<file path="config.mk">
export PLATFORM = sky130hd
export DESIGN_NAME = switch_debouncer
export DESIGN_NICKNAME = d
export VERILOG_FILES = /design/src/rtl/io_pkg.sv /design/src/rtl/debounce_bit.sv /design/src/rtl/switch_debouncer.sv
export SDC_FILE = /design/constraint.sdc
export NUM_CORES = 1
export LEC_CHECK = 0
export CAP_MARGIN = 20
export CORE_MARGIN = 1
export CORE_UTILIZATION = 55
export DETAILED_ROUTE_END_ITERATION = 6
export PLACE_DENSITY = 0.87
export SYNTH_ARGS = -nofsm -noshare
export SYNTH_HDL_FRONTEND = slang
export SYNTH_HIERARCHICAL = 1
export SYNTH_SLANG_ARGS = --single-unit
</file>
<file path="constraint.sdc">
create_clock -name clock -period 2 [get_ports clock]
set_input_delay 0.4 -clock clock [delete_from_list [all_inputs] [get_ports clock]]
set_output_delay 0.4 -clock clock [all_outputs]
set_load 0.02 [all_outputs]
</file>
<file path="src/rtl/io_pkg.sv">
// -----------------------------------------------------------------------------
// io_pkg
//
// Shared definitions for the board I/O blocks.
//
// Contents:
//   SWITCH_WIDTH            - number of board switches (default switch_debouncer
//                             width)
//   DEBOUNCE_CYCLES_DEFAULT - default number of consecutive sample strobes a
//                             new switch level must hold before it is accepted
//   debounce_state_t        - per-bit debouncer FSM state
//   debounce_cnt_width()    - width of the per-bit qualification counter
// -----------------------------------------------------------------------------
package io_pkg;

    localparam int SWITCH_WIDTH            = 4;
    localparam int DEBOUNCE_CYCLES_DEFAULT = 16;

    // STABLE: synchronized input agrees with the debounced level.
    // CHECK : synchronized input disagrees; the new level is being qualified.
    typedef enum logic {
        STABLE = 1'b0,
        CHECK  = 1'b1
    } debounce_state_t;

    // The counter only has to reach cycles-1 (the accept point), so
    // $clog2(cycles) bits are enough. Floor at one bit so a degenerate
    // parameter still elaborates to a legal vector.
    function automatic int debounce_cnt_width(input int cycles);
        if (cycles < 2) begin
            return 1;
        end
        return $clog2(cycles);
    endfunction

endpackage : io_pkg

</file>
<file path="src/rtl/debounce_bit.sv">
// -----------------------------------------------------------------------------
// debounce_bit
//
// Single-bit switch debouncer: two-flop synchronizer, two-state qualification
// FSM and a saturating-by-construction strobe counter. The debounced level is
// held here; the parent turns the accept strobe into change/edge pulses.
//
// Parameters:
//   STABLE_CYCLES - consecutive sample strobes needed to accept a new level
//                   (legal 2..65535)
//
// Ports:
//   clock     in  rising-edge clock
//   reset     in  asynchronous active-high reset
//   sample_en in  one-cycle sample strobe (tie high for full-rate sampling)
//   switch_in in  raw asynchronous switch level
//   level     out debounced, registered level
//   sync      out synchronized input (second synchronizer flop)
//   accept    out high in the cycle before the edge at which level takes sync;
//                 lets the parent register its pulses on that same edge
// -----------------------------------------------------------------------------
module debounce_bit
    import io_pkg::*;
#(
    parameter int STABLE_CYCLES = DEBOUNCE_CYCLES_DEFAULT
) (
    input  logic clock,
    input  logic reset,
    input  logic sample_en,
    input  logic switch_in,
    output logic level,
    output logic sync,
    output logic accept
);

    localparam int               CNT_W    = debounce_cnt_width(STABLE_CYCLES);
    localparam logic [CNT_W-1:0] CNT_ONE  = CNT_W'(1);
    localparam logic [CNT_W-1:0] CNT_LAST = CNT_W'(STABLE_CYCLES - 1);

    logic             meta_reg;
    logic             sync_reg;
    logic             level_reg;
    logic [CNT_W-1:0] cnt_reg;
    debounce_state_t  state_reg;

    logic             differ;

    // -------------------------------------------------------------------------
    // Two-flop synchronizer. meta_reg may go metastable; only sync_reg is used.
    // -------------------------------------------------------------------------
    always_ff @(posedge clock or posedge reset) begin
        if (reset) begin
            meta_reg <= 1'b0;
            sync_reg <= 1'b0;
        end else begin
            meta_reg <= switch_in;
            sync_reg <= meta_reg;
        end
    end

    assign differ = sync_reg ^ level_reg;

    // The strobe that completes qualification. The counter holds the number
    // of strobes already seen during this disagreement, so reaching
    // STABLE_CYCLES-1 with a further strobe means STABLE_CYCLES in total.
    assign accept = (state_reg == CHECK) && differ && sample_en
                    && (cnt_reg == CNT_LAST);

    // -------------------------------------------------------------------------
    // Qualification FSM, counter and debounced level.
    //
    // Invariant: cnt_reg is zero whenever the FSM is in STABLE, because every
    // path into STABLE clears it. Since STABLE_CYCLES >= 2 the accept point
    // can only be reached from CHECK.
    //
    // In CHECK the counter cannot wrap: at CNT_LAST a strobe accepts (and
    // clears), and without a strobe the counter holds.
    // -------------------------------------------------------------------------
    always_ff @(posedge clock or posedge reset) begin
        if (reset) begin
            state_reg <= STABLE;
            cnt_reg   <= '0;
            level_reg <= 1'b0;
        end else begin
            case (state_reg)
                STABLE: begin
                    if (differ) begin
                        // The first differing cycle already counts as a strobe
                        // if sample_en happens to be high.
                        state_reg <= CHECK;
                        cnt_reg   <= sample_en ? CNT_ONE : '0;
                    end else begin
                        cnt_reg   <= '0;
                    end
                end

                CHECK: begin
                    if (!differ) begin
                        // Input bounced back before qualifying: glitch rejected.
                        state_reg <= STABLE;
                        cnt_reg   <= '0;
                    end else if (accept) begin
                        level_reg <= sync_reg;
                        cnt_reg   <= '0;
                        state_reg <= STABLE;
                    end else if (sample_en) begin
                        cnt_reg   <= cnt_reg + CNT_ONE;
                    end
                end

                default: begin
                    state_reg <= STABLE;
                    cnt_reg   <= '0;
                end
            endcase
        end
    end

    assign level = level_reg;
    assign sync  = sync_reg;

endmodule : debounce_bit

</file>
<file path="src/rtl/switch_debouncer.sv">
// -----------------------------------------------------------------------------
// switch_debouncer
//
// Debounces WIDTH independent board switches for the CPU input port. Each bit
// is synchronized and must hold a new level for STABLE_CYCLES consecutive
// sample strobes before switch_out follows it. Bits accepted on the same edge
// update together and share one changed pulse.
//
// Build option:
//   SWITCH_DEBOUNCER_EDGE_EN - when defined, adds the per-bit rise/fall pulse
//                              ports and registers. switch_out and changed
//                              behave identically in both builds.
//
// Parameters:
//   WIDTH         - number of switch bits
//   STABLE_CYCLES - consecutive sample strobes needed to accept a new level
//                   (legal 2..65535)
//
// Ports:
//   clock      in  rising-edge clock
//   reset      in  asynchronous active-high reset
//   sample_en  in  one-cycle sample strobe (prescaler enable, or tie high)
//   switch_in  in  [WIDTH] raw asynchronous switches
//   switch_out out [WIDTH] debounced, registered switch levels
//   changed    out one-cycle pulse in the cycle any switch_out bit changes
//   rise       out [WIDTH] per-bit 0->1 pulse   (SWITCH_DEBOUNCER_EDGE_EN only)
//   fall       out [WIDTH] per-bit 1->0 pulse   (SWITCH_DEBOUNCER_EDGE_EN only)
//
// All pulses are registered and line up with the cycle in which switch_out
// shows its new value.
// -----------------------------------------------------------------------------
module switch_debouncer
    import io_pkg::*;
#(
    parameter int WIDTH         = SWITCH_WIDTH,
    parameter int STABLE_CYCLES = DEBOUNCE_CYCLES_DEFAULT
) (
    input  logic             clock,
    input  logic             reset,
    input  logic             sample_en,
    input  logic [WIDTH-1:0] switch_in,
    output logic [WIDTH-1:0] switch_out,
    output logic             changed
`ifdef SWITCH_DEBOUNCER_EDGE_EN
    ,
    output logic [WIDTH-1:0] rise,
    output logic [WIDTH-1:0] fall
`endif
);

    logic [WIDTH-1:0] level_vec;
    logic [WIDTH-1:0] sync_vec;
    logic [WIDTH-1:0] accept_vec;
    logic [WIDTH-1:0] new_vec;
    logic [WIDTH-1:0] diff_vec;
    logic             changed_reg;

    // -------------------------------------------------------------------------
    // One independent debouncer per switch.
    // -------------------------------------------------------------------------
    generate
        for (genvar gi = 0; gi < WIDTH; gi++) begin : g_bit
            debounce_bit #(
                .STABLE_CYCLES (STABLE_CYCLES)
            ) u_bit (
                .clock     (clock),
                .reset     (reset),
                .sample_en (sample_en),
                .switch_in (switch_in[gi]),
                .level     (level_vec[gi]),
                .sync      (sync_vec[gi]),
                .accept    (accept_vec[gi])
            );
        end
    endgenerate

    // The value switch_out will hold after the coming edge. Registering pulses
    // from this (rather than from switch_out itself) keeps them in the same
    // cycle as the new level instead of one cycle late.
    assign new_vec  = (accept_vec & sync_vec) | (~accept_vec & level_vec);
    assign diff_vec = new_vec ^ level_vec;

    assign switch_out = level_vec;
    assign changed    = changed_reg;

`ifdef SWITCH_DEBOUNCER_EDGE_EN
    logic [WIDTH-1:0] rise_reg;
    logic [WIDTH-1:0] fall_reg;

    always_ff @(posedge clock or posedge reset) begin
        if (reset) begin
            changed_reg <= 1'b0;
            rise_reg    <= '0;
            fall_reg    <= '0;
        end else begin
            changed_reg <= |diff_vec;
            rise_reg    <= new_vec & ~level_vec;
            fall_reg    <= ~new_vec & level_vec;
        end
    end

    assign rise = rise_reg;
    assign fall = fall_reg;
`else
    always_ff @(posedge clock or posedge reset) begin
        if (reset) begin
            changed_reg <= 1'b0;
        end else begin
            changed_reg <= |diff_vec;
        end
    end
`endif

endmodule : switch_debouncer

</file>
==> results.md, run 1 <==
- Leak Pwr: 0.798 nW
- Slew of the pin with the lowest slew margin: 0.307 ns
- Starting Density: 0.579
- Total GRT Usage: 0.207
- Ys Warns: 6
- Clock root cell: clkbuf_4
- Reg-to-reg endpoint: changed
- Register area share after synthesis: 0.521
- Final Hold Fails: 0
- Critical Path Start Type: flip-flop
- Critical Path AT: 1.38 ns
- Largest net degree at the start of global routing: 33
- Global-route wire length before repair: 4.84 mm
- Post-Syn Area: 1580 um^2
- Crit path cell chain: clkdlybuf4s50_1
- Layout cells sized above 1: 0.0947
- Via count: 1151
- Hold Path Class: primary input to async pin
- Max Cap Viol: 0
- Crit path buf inv count: 1
- Post-synthesis instance total: 153
- Routed Antenna Nets: 0
- Vias in the first global route: 1129
- CP Capture Type: primary output
- Post-CTS Repair Setup Buffers: 0
- CTS resizes: 0
- Ports: 12
- Placement Rows: 19
- Leading cell type in the layout, fill and taps excluded: dfrtp_1
- Max-slew headroom: 0.795
- FF-to-FF Start: g_bit[1].u_bit/level
- Setup TNS: 0 ns
- Final Total Pwr: 1.31 mW
- Synth cell types: 22
- Worst-Skew Late Latency: 0.34 ns
- Total CTS buffers: 5
- Syn Area/Cell: 10.4 um^2
- PD cells: 730 nW/um^2
- Final Core Density: 0.656
- H-tree levels: 2
- Delay-heaviest family, CP: buffers and inverters
- Die Span X: 55.7 um
- Layout fillers: 214
- Vias per Instance: 5.76
- Max IR drop VDD: 562 uV
- I/O Buffers: 11
- Nets: 179
- WL per Instance: 13.2 um
- Final setup fails: 0
- Critical-path top delay cell: clkdlybuf4s50_1
- #FFs+latches synth: 33
- Max incr delay on CP: 0.63 ns
- Max FFs per register: 16
- Clk slew on worst S/H paths: 0.10 ns
- Post-synth net total: 164
- Crit Path Category: flip-flop to primary output
- Status: finished clean
- RSZ-0062 raised after global routing: no
- Fmax achieved: 561 MHz
- Min Tclk post-route: 1.78 ns
- R2r setup slk: 0.58 ns
- Layout area overhead: 13.2%
- Max Slew Vio Count: 0
- Antenna violations before repair: 0
- CTS max path bufs: 2
- DRC: 0
- Core area: 2730 um^2
- CTS tree: built
- WL final: 2.64 mm
- GPL Wtd Cong: 0.803
- CP Data Required Time: 1.60 ns
- Die outline height: 55.7 um
- Full die area: 3100 um^2
- Clock Sinks: 33
- Hold Buf Count CTS: 0
- Post-DP HPWL: 1.93 mm
- GRT overflow: 0
- Critical path fanouts, max: 4
- R2R depth: 5
- Commonest non-fill, non-tap cells in the layout: dfrtp_1 (33), nand2_1 (13), nor2_1 (12), a21oi_1 (12), clkdlybuf4s50_1 (11)
- DR iter-0 viols: 18
- Clk_skew: 0.00681 ns
- TritonRoute pass-1 iters: 4
- Final period util: 0.892
- Ant diodes: 0
[cell type report]
class | instances | area, um^2 | share of cell area
Tap cell | 31 | 38.8 | 0.0216
Multi-Input combinational cell | 107 | 679 | 0.379
Clock inverter | 1 | 30.0 | 0.0167
Inverter | 9 | 33.8 | 0.0188
Timing Repair Buffer | 12 | 130 | 0.0726
Clock buffer | 7 | 55.1 | 0.0307
Sequential cell | 33 | 826 | 0.461
[metal layers]
layer	track usage	vias up	wire length [um]
li1	-	563	-
met1	0.239	543	1110
met2	0.320	35	1310
met3	0.0860	10	152
met4	0.125	0	72
met5	0	-	0
[worst max path at each step]
stage | from | endpoint | cells past startpoint | slack (ns)
final | g_bit[0].u_bit/level | switch_out[0] | 1 | 0.22
after global routing | g_bit[2].u_bit/level | switch_out[2] | 1 | 0.14
after CTS | g_bit[3].u_bit/level | switch_out[3] | 1 | 0.19
after detailed placement | sample_en | g_bit[0].u_bit/cnt_reg[3] | 5 | 0.27
after global placement | sample_en | g_bit[1].u_bit/cnt_reg[3] | 5 | 0.32
after floorplan | g_bit[2].u_bit/level | changed | 5 | 0.70
[power by group]
| part | internal (mW) | total (mW) | switching (mW) |
|---|---|---|---|
| combinational | 0.0367 | 0.0842 | 0.0476 |
| clock | 0.298 | 0.518 | 0.220 |
| sequential | 0.686 | 0.706 | 0.0202 |
| total | 1.02 | 1.31 | 0.287 |
[per-stage QoR]
| stage | instance area (um^2) | hold WS (ns) | cells | setup WS (ns) |
|---|---|---|---|---|
| 6_report | 1790 | 0.314 | 200 | 0.217 |
| 5_1_grt | 1790 | 0.312 | 200 | 0.141 |
| 4_1_cts | 1790 | 0.300 | 200 | 0.187 |
| 3_5_place_dp | 1710 | 0.335 | 192 | 0.266 |
| 3_3_place_gp | 1710 | 0.332 | 192 | 0.324 |
| 2_1_floorplan | 1580 | 0.129 | 153 | 0.704 |
[kinds of logic (layout without fill, tap and decap cells)]
family,Yosys count,count (layout),synth area share
compound gates,34,34,0.130
xor+xnor,12,12,0.0664
fa+ha+maj,4,4,0.0316
buf+inv,13,29,0.0498
flops,33,33,0.521
mux,4,4,0.0253
simple gates,53,53,0.176
[cell usage after synthesis, drive strengths merged]
library cell | n | area [um^2]
and4 | 4 | 35.0
nand3 | 4 | 20.0
nand2 | 17 | 73.8
nor2 | 12 | 45.0
xor2 | 8 | 70.1
nand4 | 4 | 25.0
buf | 4 | 45.0
a22oi | 2 | 15.0
inv | 9 | 33.8
mux2i | 4 | 40.0
o21ai | 12 | 60.1
nand2b | 4 | 25.0
or3 | 4 | 25.0
a41oi | 4 | 35.0
ha | 4 | 50.1
nand3b | 4 | 30.0
xnor2 | 4 | 35.0
dfrtp | 33 | 826
a21oi | 16 | 95.1
No activity file was read; power rests on OpenSTA's default activity.
==> run 2, diff against run 1 <==
- ABC_CLOCK_PERIOD_IN_PS: not set -> 2000
==> results of run 2 <==
Same layout as run 1: the final DEF is identical, and so are final timing and power.
==> run 3, diff against run 2 <==
- CORE_ASPECT_RATIO: not set -> 1.4
- PLACE_DENSITY: 0.87 -> 0.79
==> results.md, run 3 (same netlist as run 1, synthesis figures left out) <==
- Status: finished clean
- Post-CTS Repair Setup Buffers: 0 (unchanged)
- Via count: 1144 (-0.61%)
- PD cells: 726 nW/um^2 (-0.50%)
- Crit path cell chain: clkdlybuf4s50_1
- Vias per Instance: 5.58 (-3.0%)
- Slew of the pin with the lowest slew margin: 0.317 ns (+0.0104 ns)
- Final period util: 0.890 (-0.00156)
- Ports: 12 (unchanged)
- Max-slew headroom: 0.788 (-0.00692)
- CTS tree: built
- WL per Instance: 13.4 um (+1.3%)
- Critical-path top delay cell: clkdlybuf4s50_1
- CP Capture Type: primary output
- Clk slew on worst S/H paths: 0.10 ns (about the same)
- Largest net degree at the start of global routing: 33 (unchanged)
- Commonest non-fill, non-tap cells in the layout: dfrtp_1 (33), nand2_1 (13), nor2_1 (12), a21oi_1 (12), clkdlybuf4s50_1 (11)
- Layout cells sized above 1: 0.0947 (unchanged)
- Leak Pwr: 0.798 nW (unchanged)
- Nets: 179 (unchanged)
- Starting Density: 0.593 (+0.0138)
- Max FFs per register: 16 (unchanged)
- Placed Area: 1710 um^2 (+0.37%)
- Crit path buf inv count: 1 (unchanged)
- DRC: 0 (unchanged)
- Layout area overhead: 13.6%
- Post-DP HPWL: 2.09 mm (+8.6%)
- Hold Buf Count CTS: 0 (unchanged)
- Setup TNS: 0 ns (unchanged)
- Core area: 2670 um^2 (-2.3%)
- Min setup slack post-route: 0.220 ns (+0.00312 ns)
- Routed Antenna Nets: 0 (unchanged)
- Global-route wire length before repair: 4.90 mm (+1.3%)
- Reg area: 826 um^2 (unchanged)
- Min Hold Slack: 0.318 ns (+0.00376 ns)
- Final Hold Fails: 0 (unchanged)
- Die Span X: 47.4 um (-15%)
- Max Slew Vio Count: 0 (unchanged)
- Critical Path AT: 1.38 ns (about the same)
- DR iter-0 viols: 21 (+3)
- H-tree levels: 2 (unchanged)
- Ant diodes: 0 (unchanged)
- CTS max path bufs: 2 (unchanged)
- Critical Path Start Type: flip-flop
- CP Data Required Time: 1.60 ns (about the same)
- Vias in the first global route: 1150 (+1.9%)
- Max Cap Viol: 0 (unchanged)
- GPL Wtd Cong: 0.849 (+5.8%)
- Delay-heaviest family, CP: buffers and inverters
- Full die area: 3100 um^2 (+0.10%)
- Max IR drop VDD: 726 uV (+29%)
- Max incr delay on CP: 0.62 ns (about the same)
- Clock Sinks: 33 (unchanged)
- Hold Path Class: primary input to async pin
- Total CTS buffers: 5 (unchanged)
- Final Total Pwr: 1.31 mW (-0.15%)
- Clk_skew: 0.0187 ns (+0.0119 ns)
- Die outline height: 65.5 um (+18%)
- Critical path fanouts, max: 4 (unchanged)
- Layout fillers: 212 (-0.93%)
- Placement Rows: 22 (+3)
- WL final: 2.74 mm (+3.9%)
- GRT overflow: 0 (unchanged)
- Antenna violations before repair: 0 (unchanged)
- Pre-CTS WS: 0.283 ns (+0.0167 ns)
- Crit Path Category: flip-flop to primary output
- Multi-input gate area: 679 um^2 (unchanged)
- TritonRoute pass-1 iters: 4 (unchanged)
- Worst-Skew Late Latency: 0.34 ns (about the same)
- Fmax achieved: 562 MHz (+0.18%)
- CTS resizes: 0 (unchanged)
- Min Tclk post-route: 1.78 ns (-0.00312 ns)
- I/O Buffers: 11 (unchanged)
- Leading cell type in the layout, fill and taps excluded: dfrtp_1
- Design area: 1800 um^2 (+0.35%)
- Final setup fails: 0 (unchanged)
- RSZ-0062 raised after global routing: no
- Total GRT Usage: 0.224 (+0.0170)
- Clock root cell: clkbuf_4
[run 3: cell counts in the layout (fill, tap and decap cells not counted)]
Identical to the previous run, type by type.
[run 3: per-layer routing]
metal / up-vias / global-route usage / share of wire
met5: - / 0 / 0
met4: 0 / 0.0821 / 0.016
met3: 5 / 0.0742 / 0.036
met2: 18 / 0.358 / 0.52
met1: 559 / 0.271 / 0.43
li1: 562 / - / -
[run 3: area by class of cell]
cell class / count / share of cell area
Clock inverter: 1 / 0.0167
Tap cell: 36 / 0.0250
Multi-Input combinational cell: 107 / 0.378
Clock buffer: 7 / 0.0306
Sequential cell: 33 / 0.459
Timing Repair Buffer: 12 / 0.0723
Inverter: 9 / 0.0188
[run 3: power breakdown]
part / switching [mW] / internal, mW
clock: 0.216 / 0.299
combinational: 0.0482 / 0.0367
sequential: 0.0209 / 0.686
total: 0.285 / 1.02
[run 3: worst paths after layout]
kind / startpoint / to / slack (ns) / depth (start not counted)
min in group clock: g_bit[3].u_bit/meta_reg / g_bit[3].u_bit/sync / 0.36 / 0
max reg2reg: g_bit[2].u_bit/level / changed / 0.64 / 5
max in group asynchronous: reset / g_bit[3].u_bit/state_reg / 1.32 / 2
min reg2reg: g_bit[3].u_bit/meta_reg / g_bit[3].u_bit/sync / 0.36 / 0
min: reset / changed / 0.32 / 2
max: g_bit[3].u_bit/level / switch_out[3] / 0.22 / 1
[run 3: metrics by stage]
step                       util  cells
after floorplan               -    153
after global placement    0.642    197
after detailed placement  0.642    197
after CTS                 0.674    205
after global routing      0.674    205
final                     0.674    205
